### src/rtl/led_pkg.sv
// ---------------------------------------------------------------------------
// led_pkg
// Shared definitions for the LED running-light sequencer.
//
// Contents:
//   led_mode_t  - 2-bit sequencing mode, with one named value per mode:
//                 MODE_LEFT  (2'd0) rotate toward the MSB
//                 MODE_RIGHT (2'd1) rotate toward the LSB
//                 MODE_PING  (2'd2) single LED bouncing between the ends
//                 MODE_FILL  (2'd3) bar graph filling from bit 0 upward
//
// Every sequencer state starts from the mode-0 pattern after reset. This is
// why MODE_LEFT is the value that the mode history register resets to.
// ---------------------------------------------------------------------------
package led_pkg;

    typedef enum logic [1:0] {
        MODE_LEFT  = 2'd0,
        MODE_RIGHT = 2'd1,
        MODE_PING  = 2'd2,
        MODE_FILL  = 2'd3
    } led_mode_t;

    // Mode used by the state registers straight out of reset.
    localparam led_mode_t MODE_RESET = MODE_LEFT;

endpackage

### src/rtl/rise_detect.sv
// ---------------------------------------------------------------------------
// rise_detect
// Single-clock rising-edge detector for a level that is already synchronous
// to clk. The pulse is high for the whole cycle in which `in` is high and
// the previous sample was low. The rising clock edge that ends that cycle
// is the one where the consumer should act.
//
// The history flop resets to 1. If the input is already high when reset is
// released, that level is not reported as an edge. The input must go low
// and then high again before a pulse appears. Button inputs rely on the
// same behaviour, so the same module serves them.
//
// Ports:
//   clk    in   1  clock
//   rst    in   1  asynchronous active-high reset
//   in     in   1  synchronous level to watch
//   pulse  out  1  combinational one-cycle rising-edge strobe
// ---------------------------------------------------------------------------
module rise_detect (
    input  logic clk,
    input  logic rst,
    input  logic in,
    output logic pulse
);

    logic prev;

    // History flop. It holds the level from the previous clock. It resets
    // high so that a level already asserted at reset is not seen as an edge.
    always_ff @(posedge clk or posedge rst) begin
        if (rst) begin
            prev <= 1'b1;
        end else begin
            prev <= in;
        end
    end

    // An edge is a high sample whose previous sample was low.
    assign pulse = in & ~prev;

endmodule

### src/rtl/led_chaser.sv
// ---------------------------------------------------------------------------
// led_chaser
// Running-light sequencer driven by the 1 Hz square wave from the divider.
// Each detected rising edge of div_clk advances an N-bit LED pattern in the
// selected mode: rotate left, rotate right, ping-pong or bar fill.
//
// Parameters:
//   N           number of LEDs, 2..16
//   ACTIVE_LOW  1: led_out is the inverse of the internal pattern
//
// Ports:
//   clk_50M  in   1  system clock
//   rst      in   1  asynchronous active-high reset
//   div_clk  in   1  divided square wave, synchronous to clk_50M
//   mode     in   2  0 left, 1 right, 2 ping-pong, 3 fill
//   pause    in   1  while high, detected steps are discarded
//   led_out  out  N  registered LED drive, polarity set by ACTIVE_LOW
//   wrap     out  1  one-cycle pulse aligned with led_out. It marks the
//                    step that completes one full sequence period.
//
// Timing: the internal state updates on the clock edge that first samples
// div_clk high. led_out and wrap show that update one clock later.
// ---------------------------------------------------------------------------
module led_chaser
    import led_pkg::*;
#(
    parameter int N          = 8,
    parameter bit ACTIVE_LOW = 1'b1
) (
    input  logic         clk_50M,
    input  logic         rst,
    input  logic         div_clk,
    input  logic [1:0]   mode,
    input  logic         pause,
    output logic [N-1:0] led_out,
    output logic         wrap
);

    localparam int PW = (N > 1) ? $clog2(N) : 1;
    localparam int CW = $clog2(N + 1);

    localparam logic [N-1:0]  ONE_HOT_LSB = {{(N-1){1'b0}}, 1'b1};
    localparam logic [N-1:0]  ONE_HOT_MSB = {1'b1, {(N-1){1'b0}}};
    localparam logic [N-1:0]  POLARITY    = {N{ACTIVE_LOW}};
    localparam logic [N-1:0]  LED_RESET   = POLARITY ^ ONE_HOT_LSB;
    localparam logic [PW-1:0] POS_MAX     = PW'(N - 1);
    localparam logic [CW-1:0] COUNT_MAX   = CW'(N);

    logic            step;
    logic            advance;
    logic            mode_changed;
    led_mode_t       mode_in;

    led_mode_t       mode_q;
    logic [N-1:0]    pattern;
    logic [PW-1:0]   pos;
    logic            dir_up;
    logic [CW-1:0]   count;
    logic            wrap_q;

    logic [N-1:0]    pattern_next;
    logic [PW-1:0]   pos_next;
    logic            dir_next;
    logic [CW-1:0]   count_next;
    logic            wrap_next;

    // Bar-graph mask for fill mode: the lowest c bits are lit.
    function automatic logic [N-1:0] fill_mask(input logic [CW-1:0] c);
        logic [N-1:0] m;
        m = '0;
        for (int i = 0; i < N; i++) begin
            m[i] = (CW'(i) < c);
        end
        return m;
    endfunction

    rise_detect u_step_detect (
        .clk   (clk_50M),
        .rst   (rst),
        .in    (div_clk),
        .pulse (step)
    );

    // A mode change takes priority over everything else. A step advances
    // the pattern only when pause is low. A step that arrives while paused
    // is dropped and is not kept for later.
    assign mode_in      = led_mode_t'(mode);
    assign mode_changed = (mode_in != mode_q);
    assign advance      = step & ~pause;

    // State register. Reset restores the mode-0 pattern whatever the mode
    // input is. Because mode_q also returns to MODE_LEFT, a nonzero mode
    // input is seen as a change on the first clock after reset is released.
    always_ff @(posedge clk_50M or posedge rst) begin
        if (rst) begin
            mode_q  <= MODE_RESET;
            pattern <= ONE_HOT_LSB;
            pos     <= '0;
            dir_up  <= 1'b1;
            count   <= '0;
            wrap_q  <= 1'b0;
        end else begin
            mode_q  <= mode_in;
            pattern <= pattern_next;
            pos     <= pos_next;
            dir_up  <= dir_next;
            count   <= count_next;
            wrap_q  <= wrap_next;
        end
    end

    // Next-state logic. A reload starts the new mode from its initial
    // pattern. It also clears the ping-pong and fill bookkeeping, so every
    // mode starts from a known point, and it never raises wrap. A step
    // follows the current mode (mode_q). wrap is raised on the step that
    // brings the sequence back to its starting pattern.
    always_comb begin
        pattern_next = pattern;
        pos_next     = pos;
        dir_next     = dir_up;
        count_next   = count;
        wrap_next    = 1'b0;

        if (mode_changed) begin
            pos_next   = '0;
            dir_next   = 1'b1;
            count_next = '0;
            case (mode_in)
                MODE_LEFT:  pattern_next = ONE_HOT_LSB;
                MODE_RIGHT: pattern_next = ONE_HOT_MSB;
                MODE_PING:  pattern_next = ONE_HOT_LSB;
                MODE_FILL:  pattern_next = '0;
                default:    pattern_next = ONE_HOT_LSB;
            endcase
        end else if (advance) begin
            case (mode_q)
                MODE_LEFT: begin
                    pattern_next = {pattern[N-2:0], pattern[N-1]};
                    wrap_next    = pattern[N-1];
                end
                MODE_RIGHT: begin
                    pattern_next = {pattern[0], pattern[N-1:1]};
                    wrap_next    = pattern[0];
                end
                MODE_PING: begin
                    if (dir_up) begin
                        pos_next = pos + 1'b1;
                        if (pos_next == POS_MAX) begin
                            dir_next = 1'b0;
                        end
                    end else begin
                        pos_next = pos - 1'b1;
                        if (pos_next == '0) begin
                            dir_next  = 1'b1;
                            wrap_next = 1'b1;
                        end
                    end
                    pattern_next = ONE_HOT_LSB << pos_next;
                end
                MODE_FILL: begin
                    if (count == COUNT_MAX) begin
                        count_next = '0;
                        wrap_next  = 1'b1;
                    end else begin
                        count_next = count + 1'b1;
                    end
                    pattern_next = fill_mask(count_next);
                end
                default: begin
                    pattern_next = pattern;
                end
            endcase
        end
    end

    // Output register. It delays the pattern and wrap by one clock so that
    // led_out and wrap change together. It also applies the LED polarity.
    always_ff @(posedge clk_50M or posedge rst) begin
        if (rst) begin
            led_out <= LED_RESET;
            wrap    <= 1'b0;
        end else begin
            led_out <= pattern ^ POLARITY;
            wrap    <= wrap_q;
        end
    end

endmodule

### config.mk
export PLATFORM = sky130hd
export DESIGN_NAME = led_chaser
export DESIGN_NICKNAME = d
export VERILOG_FILES = /design/src/rtl/led_pkg.sv /design/src/rtl/rise_detect.sv /design/src/rtl/led_chaser.sv
export SDC_FILE = /design/constraint.sdc
export NUM_CORES = 1
export LEC_CHECK = 0
export CAP_MARGIN = 20
export CORE_ASPECT_RATIO = 1.75
export CORE_UTILIZATION = 25
export CTS_CLUSTER_SIZE = 8
export DETAILED_ROUTE_END_ITERATION = 12
export SLEW_MARGIN = 20
export SYNTH_ARGS = -nofsm -noshare
export SYNTH_HDL_FRONTEND = slang
export SYNTH_SLANG_ARGS = --single-unit
### constraint.sdc
create_clock -name clk_50M -period 2.4 [get_ports clk_50M]
set_input_delay 0.24 -clock clk_50M [delete_from_list [all_inputs] [get_ports clk_50M]]
set_output_delay 0.24 -clock clk_50M [all_outputs]
set_load 0.1 [all_outputs]
Word level (Yosys, flattened, before mapping)
Index checks and enable logic that the tools add are counted.

operators by class
  add/sub/neg operators = 3
  order comparisons = 8
  equal/unequal tests = 9
  shift-type cells = 1
  mux-type cells = 29
  bitwise gates (word level) = 5
  reduce and logical (&&, ||, !) cells = 9

operators with widths
  cell                                                        number
  case mux 8 bit (4 select lines)                             1
  two-way mux 4 bit                                           7
  case mux 8 bit (3 select lines)                             1
  two-way mux 3 bit                                           7
  less-than comparator 3 x 4 -> 1 bit (first input constant)  4
  two-way mux 8 bit                                           2
  two-way mux 1 bit                                           10
  == test 2 bit (second input constant)                       4
  less-than comparator 1 x 4 -> 1 bit (first input constant)  2
  less-than comparator 2 x 4 -> 1 bit (first input constant)  2
  NOT 8 bit                                                   1
  << shifter 1 x 3 -> 8 bit (first input constant)            1
  nonzero test 2 bit                                          3
  adder 4 x 1 -> 4 bit (second input constant)                1
  == test 2 x 1 -> 1 bit (second input constant)              2
  == test 4 bit (second input constant)                       1
  logical NOT 2 bit                                           2
  case mux 1 bit (4 select lines)                             1
  AND reduction 2 bit                                         2
  adder 3 x 1 -> 3 bit (second input constant)                1
  == test 3 bit (second input constant)                       1
  logical NOT 3 bit                                           1
  subtractor 3 x 1 -> 3 bit (second input constant)           1
  bitwise AND 1 bit                                           2
  other kinds (3)                                             4

storage, ports and cells
  register bits after elaboration = 29
  output and inout port bits = 9
  word-level logic and storage cells = 73

Longest topological paths before layout
  depth in word-level cells = 9
  gate-level depth with buffers = 8
  depth with buffers taken out = 7

Hierarchy
Synthesis repeated with hierarchy kept, for this count alone.

second synthesis, totals
  cell total of the unflattened synthesis = 192
  area total of the unflattened synthesis = 1831.8 µm²

modules (own cells, without submodules)
  module       times used  cells each  area each (µm²)  sequential area each (µm²)
  led_chaser   1           189         1788.0           711.9
  rise_detect  1           3           43.8             26.3

Least setup slack after synthesis
OpenSTA, ideal clock, no wires.

  path kind = flip-flop to flip-flop
  start point = register pos[0]
  end point = register wrap_q
  setup time = 0.094 ns
  data arrival time = 1.703 ns
  path slack = 0.603 ns
  stages on the path, launching flop included = 9
  buffers on the path = 1
  clock period less this slack = 1.797 ns
  cells stage by stage = dfrtp_1 clkbuf_1 inv_1 ha_1 xor2_1 nor3b_1 nor2b_1 a31oi_1 a211oi_1

between the ends
  longest elaborated chain between the ends = 7

ends and longest elaborated chain
  element                          line               RTL
  start: declaration               led_chaser.sv:56   logic [PW-1:0] pos;
  start signal: assignment         led_chaser.sv:105  pos <= pos_next;
  subtractor 3 x 1 -> 3 bit        led_chaser.sv:152  pos_next = pos - 1'b1;
  logical NOT 3 bit                led_chaser.sv:153  if (pos_next == '0) begin
  two-way mux 1 bit                led_chaser.sv:153
  two-way mux 1 bit                led_chaser.sv:146  if (dir_up) begin
  case mux 1 bit (4 select lines)  led_chaser.sv:136  case (mode_q)
  two-way mux 1 bit                led_chaser.sv:135  end else if (advance) begin
  two-way mux 1 bit                led_chaser.sv:124  if (mode_changed) begin
  net wrap_next                    led_chaser.sv:65   logic wrap_next;
  end signal: assignment           led_chaser.sv:108  wrap_q <= wrap_next;
  end: declaration                 led_chaser.sv:59   logic wrap_q;

The timed path passes the listed nets, and every way through them passes these cells.
A chain may end at the register's enable or synchronous reset.

Worst setup path in the final report
Ends and elaborated chain as after synthesis.

==> parameters.txt <==
Parameter                              Value

Detailed routing
  Post-DRT Antenna Nets ... 0
  Via Count ... 1510
  Detailed-route wire length ... between 4000 and 5000 µm
  First-pass iteration count of the detailed router ... 5
  Via density ... approximately 5.1
  Wire per inst ... ~15 µm
  Count of unresolved DRC violations after routing ... 0
  Drt first-iter violations ... ~100

Floorplanning
  Ports placed on the boundary ... 15
  Die height ... between 100 and 150 µm
  Count of standard-cell rows ... 40
  Overall die area ... between 7000 and 8000 µm²
  Initial Util ... 0.259
  Placeable core area ... between 6000 and 7000 µm²
  Chip Width ... 66.0 µm

Yosys
  Dominant combinational cell family by area after synthesis ... compound AO/OA/AOI/OAI gates
  Async set-reset flop share out of synthesis ... 1.00
  Share of the synthesized area in compound gates (AO/OA/AOI/OAI) ... 0.221
  Area share of xor/xnor cells in the synthesized design ... 0.0342
  Warnings from Yosys ... 0
  Area fraction in and, or, nand and nor cells after synthesis ... 0.211
  Library cells used by synthesis ... around 50
  Syn_nets ... 209
  Mux contribution to synthesized area ... 0.0112
  Portion of the post-synthesis area used by sequential elements ... 0.412
  Flip-flop and latch count after synthesis ... 29
  Post-Synthesis Cells ... 196
  Post-synthesis cell area ... roughly 1800 µm²
  Number of enable-type register cells in the synthesized netlist ... 0
  Dominant register cell in the synthesized netlist ... sky130_fd_sc_hd__dfrtp_1
  Post-Synthesis Mean Instance Area ... 9.14 µm²
  Adder-cell area share of the yosys netlist ... 0.0489

Worst setup path
  Element type at the critical path start ... flip-flop
  Required time of the critical path ... between 2 and 3 ns
  CP Cell Sequence ... inv_1, ha_1, xor2_1, nor3b_1, nor2b_1, a31oi_1, a211oi_1
  CP top delay family ... flip-flops
  Crit Path Max Fanout ... 9
  Setup Crit Path Kind ... flip-flop to flip-flop
  Delay of the slowest critical-path stage ... between 0.5 and 0.6 ns
  Library cell contributing the largest single delay on the critical path ... sky130_fd_sc_hd__dfrtp_1
  Buffers and inverters on the worst path ... 1
  Kind of end point of the critical path ... flip-flop
  Data arrival time of the critical path ... around 2.2 ns

CTS
  Buffer cell driving the clock tree root ... sky130_fd_sc_hd__clkbuf_16
  Clock transition time at the flip-flop clock pins of the worst setup and hold paths ... ~0.050 ns
  Count of hold buffers inserted by post-cts repair ... 0
  TritonCTS clock tree ... yes
  Number of setup buffers added after CTS ... 0
  # resized after CTS ... 0
  Clk sinks ... 29
  Clock network latency to the later pin of the worst-skew pair ... ~0.28 ns
  Number of buffers inserted during clock tree synthesis ... 5
  Number of levels in the clock H-tree ... 2
  Max Buffers Root-to-Sink ... 2

Final layout
  Finished Cell Area ... about 2100 µm²
  Share of final-layout standard cells stronger than drive strength 1 ... 0.178
  Count of inserted antenna diode cells ... 0
  Number of nets in the finished design ... 225
  Number of filler instances in the final layout ... roughly 720
  Synth-to-Final Area Change ... 19.1%

Job
  Reported max-cap violation count ... 0

Global route
  Routing usage on met1 ... 0.113
  Grt met3 use ... 0.0310
  Global-route wire length before repair ... between 7000 and 8000 µm
  Largest net degree at the start of global routing ... 30
  Remaining Overflow, GRT ... 0
  Overall global routing resource usage ... 0.129
  Number of global-route vias before repair ... about 1.5k
  Most heavily used metal layer in global routing ... met2
  Global routing met2 resource utilization ... 0.243
  Number of antenna violations at the first check in global routing ... 0

Timing
  Maximum clock frequency ... about 500 MHz
  Setup-violating endpoint count in the final report ... 0
  Final worst hold slack ... about 0.34 ns
  Pins over their slew limit ... 0
  Worst-margin pin slew ... ~0.54 ns
  Final WS setup ... between 0.3 and 0.4 ns
  Post-route clock period utilization ... 0.834
  Worst rel slew slack ... 0.638
  Post-route clock skew ... around 0.0037 ns
  Count of final hold-check violations ... 0
  Period minus WS final ... around 2 ns
  Accumulated negative setup slack ... 0 ns
  Setup repair after global routing missed its margin ... false

Status
  Run status ... finished clean

Placed design
  Routability congestion estimate from global placement ... 0.902
  HPWL Detailed ... around 3400 µm
  Area post-placement ... 1990 µm²
  Port-buffer cells ... 14
  Worst slack at placement ... 0.356 ns

Power
  Maximum vdd ir drop ... approximately 0.00023 V
  Cell area power density ... around 600 nW/µm²
  Leakage ... roughly 0.00084 µW

Min path
  Class of the worst hold path ... input port to asynchronous set/reset pin
==> worst reg2reg max path, stage by stage, from the launching register on <==
cell and delay (ns):
sky130_fd_sc_hd__dfrtp_1 0.52, sky130_fd_sc_hd__inv_1 0.15, sky130_fd_sc_hd__ha_1 0.28, sky130_fd_sc_hd__xor2_1 0.19, sky130_fd_sc_hd__nor3b_1 0.30, sky130_fd_sc_hd__nor2b_1 0.17
sky130_fd_sc_hd__a31oi_1 0.06, sky130_fd_sc_hd__a211oi_1 0.25
==> registers in the layout, summed over array words and instances (netlist names) <==
register / count
led_out: 8
pattern: 8
count: 4
pos: 3
mode_q: 2
dir_up: 1
u_step_detect.prev: 1
wrap: 1
wrap_q: 1
==> cell usage in the layout, fill, tap and decap left out, types with 7 or more instances in the layout <==
cell type	n
sky130_fd_sc_hd__dfrtp_1	19
sky130_fd_sc_hd__nor2_1	17
sky130_fd_sc_hd__nand2_1	16
sky130_fd_sc_hd__a21oi_1	14
sky130_fd_sc_hd__inv_1	14
sky130_fd_sc_hd__buf_4	14
sky130_fd_sc_hd__dfstp_2	10
sky130_fd_sc_hd__nand3_1	9
sky130_fd_sc_hd__nand2b_1	7
sky130_fd_sc_hd__ha_1	7
==> layout make-up <==
type,count,area (µm²),share of cell area
tap,84,105,0.0493
sequential,29,738,0.346
clock buffer,6,129,0.0604
multi-input combinational,143,943,0.442
timing repair buffer,19,155,0.0727
clock inverter,2,10.0,0.00469
inverter,14,52.6,0.0246
==> kinds of logic (layout without fill, tap and decap cells) <==
family | Yosys count | count (layout)
buffers and inverters | 24 | 41
muxes | 2 | 2
DFF | 29 | 29
and+or+nand+nor | 71 | 71
adders and majority gates | 7 | 7
AOI/OAI and AO/OA | 56 | 56
xor gates and xnor gates | 7 | 7
==> per-stage QoR <==
stage / cells / power (µW) / util
4_1_cts: 297 / 1280 / 0.309
2_1_floorplan: 196 / 642 / -
5_1_grt: 297 / 1310 / 0.309
3_3_place_gp: 289 / 685 / 0.289
6_report: 297 / 1270 / 0.309
3_5_place_dp: 289 / 685 / 0.289
==> power breakdown <==
part / switching, µW / total, µW / internal [µW] / leakage [µW]
clock network: 212 / 592 / 379 / 0.0000706
registers: 13.9 / 522 / 508 / 0.000362
logic: 110 / 157 / 46.6 / 0.000411
==> routing by layer <==
metal	vias up	part of all wire
met2	45	0.57
met1	717	0.34
met3	18	0.037
li1	730	-
met4	0	0.055
met5	-	0
==> Yosys cell counts, types with 2 or more instances <==
master                       n  area (µm²)
sky130_fd_sc_hd__buf_2       7        35.0
sky130_fd_sc_hd__xor2_1      3        26.3
sky130_fd_sc_hd__o21ai_1     5        25.0
sky130_fd_sc_hd__o31ai_1     3        22.5
sky130_fd_sc_hd__and2_1      2        12.5
sky130_fd_sc_hd__inv_1      14        52.6
sky130_fd_sc_hd__o22ai_1     5        31.3
sky130_fd_sc_hd__o2111ai_1   2        17.5
sky130_fd_sc_hd__nand2b_1    7        43.8
sky130_fd_sc_hd__and2b_1     2        15.0
sky130_fd_sc_hd__a21oi_1    14        70.1
sky130_fd_sc_hd__o21ai_0     3        15.0
sky130_fd_sc_hd__nand3_1     9        45.0
sky130_fd_sc_hd__a211oi_1    4        30.0
sky130_fd_sc_hd__mux2i_1     2        20.0
sky130_fd_sc_hd__a31oi_1     5        31.3
sky130_fd_sc_hd__a22o_1      2        17.5
sky130_fd_sc_hd__nor3b_1     3        22.5
sky130_fd_sc_hd__dfrtp_1    19         475
sky130_fd_sc_hd__nand2_1    16        60.1
sky130_fd_sc_hd__xnor2_1     4        35.0
sky130_fd_sc_hd__or2_1       3        18.8
sky130_fd_sc_hd__dfstp_2    10         263
sky130_fd_sc_hd__nor3_1      4        20.0
sky130_fd_sc_hd__o21a_1      2        15.0
sky130_fd_sc_hd__ha_1        7        87.6
sky130_fd_sc_hd__nor2_1     17        63.8
==> path summary, 6_finish.rpt <==
path                             start         end  depth (start not counted)  slack, ns
worst max-delay path            pos[0]      wrap_q                          7       0.40
worst min-delay path               rst  pattern[3]                          3       0.34
worst max register to register  pos[0]      wrap_q                          7       0.40
worst min register to register  wrap_q        wrap                          0       0.35
max in group asynchronous          rst      dir_up                          3       1.75
min in group clk_50M            wrap_q        wrap                          0       0.35
Note: power is estimated with default switching activity, not from simulation.
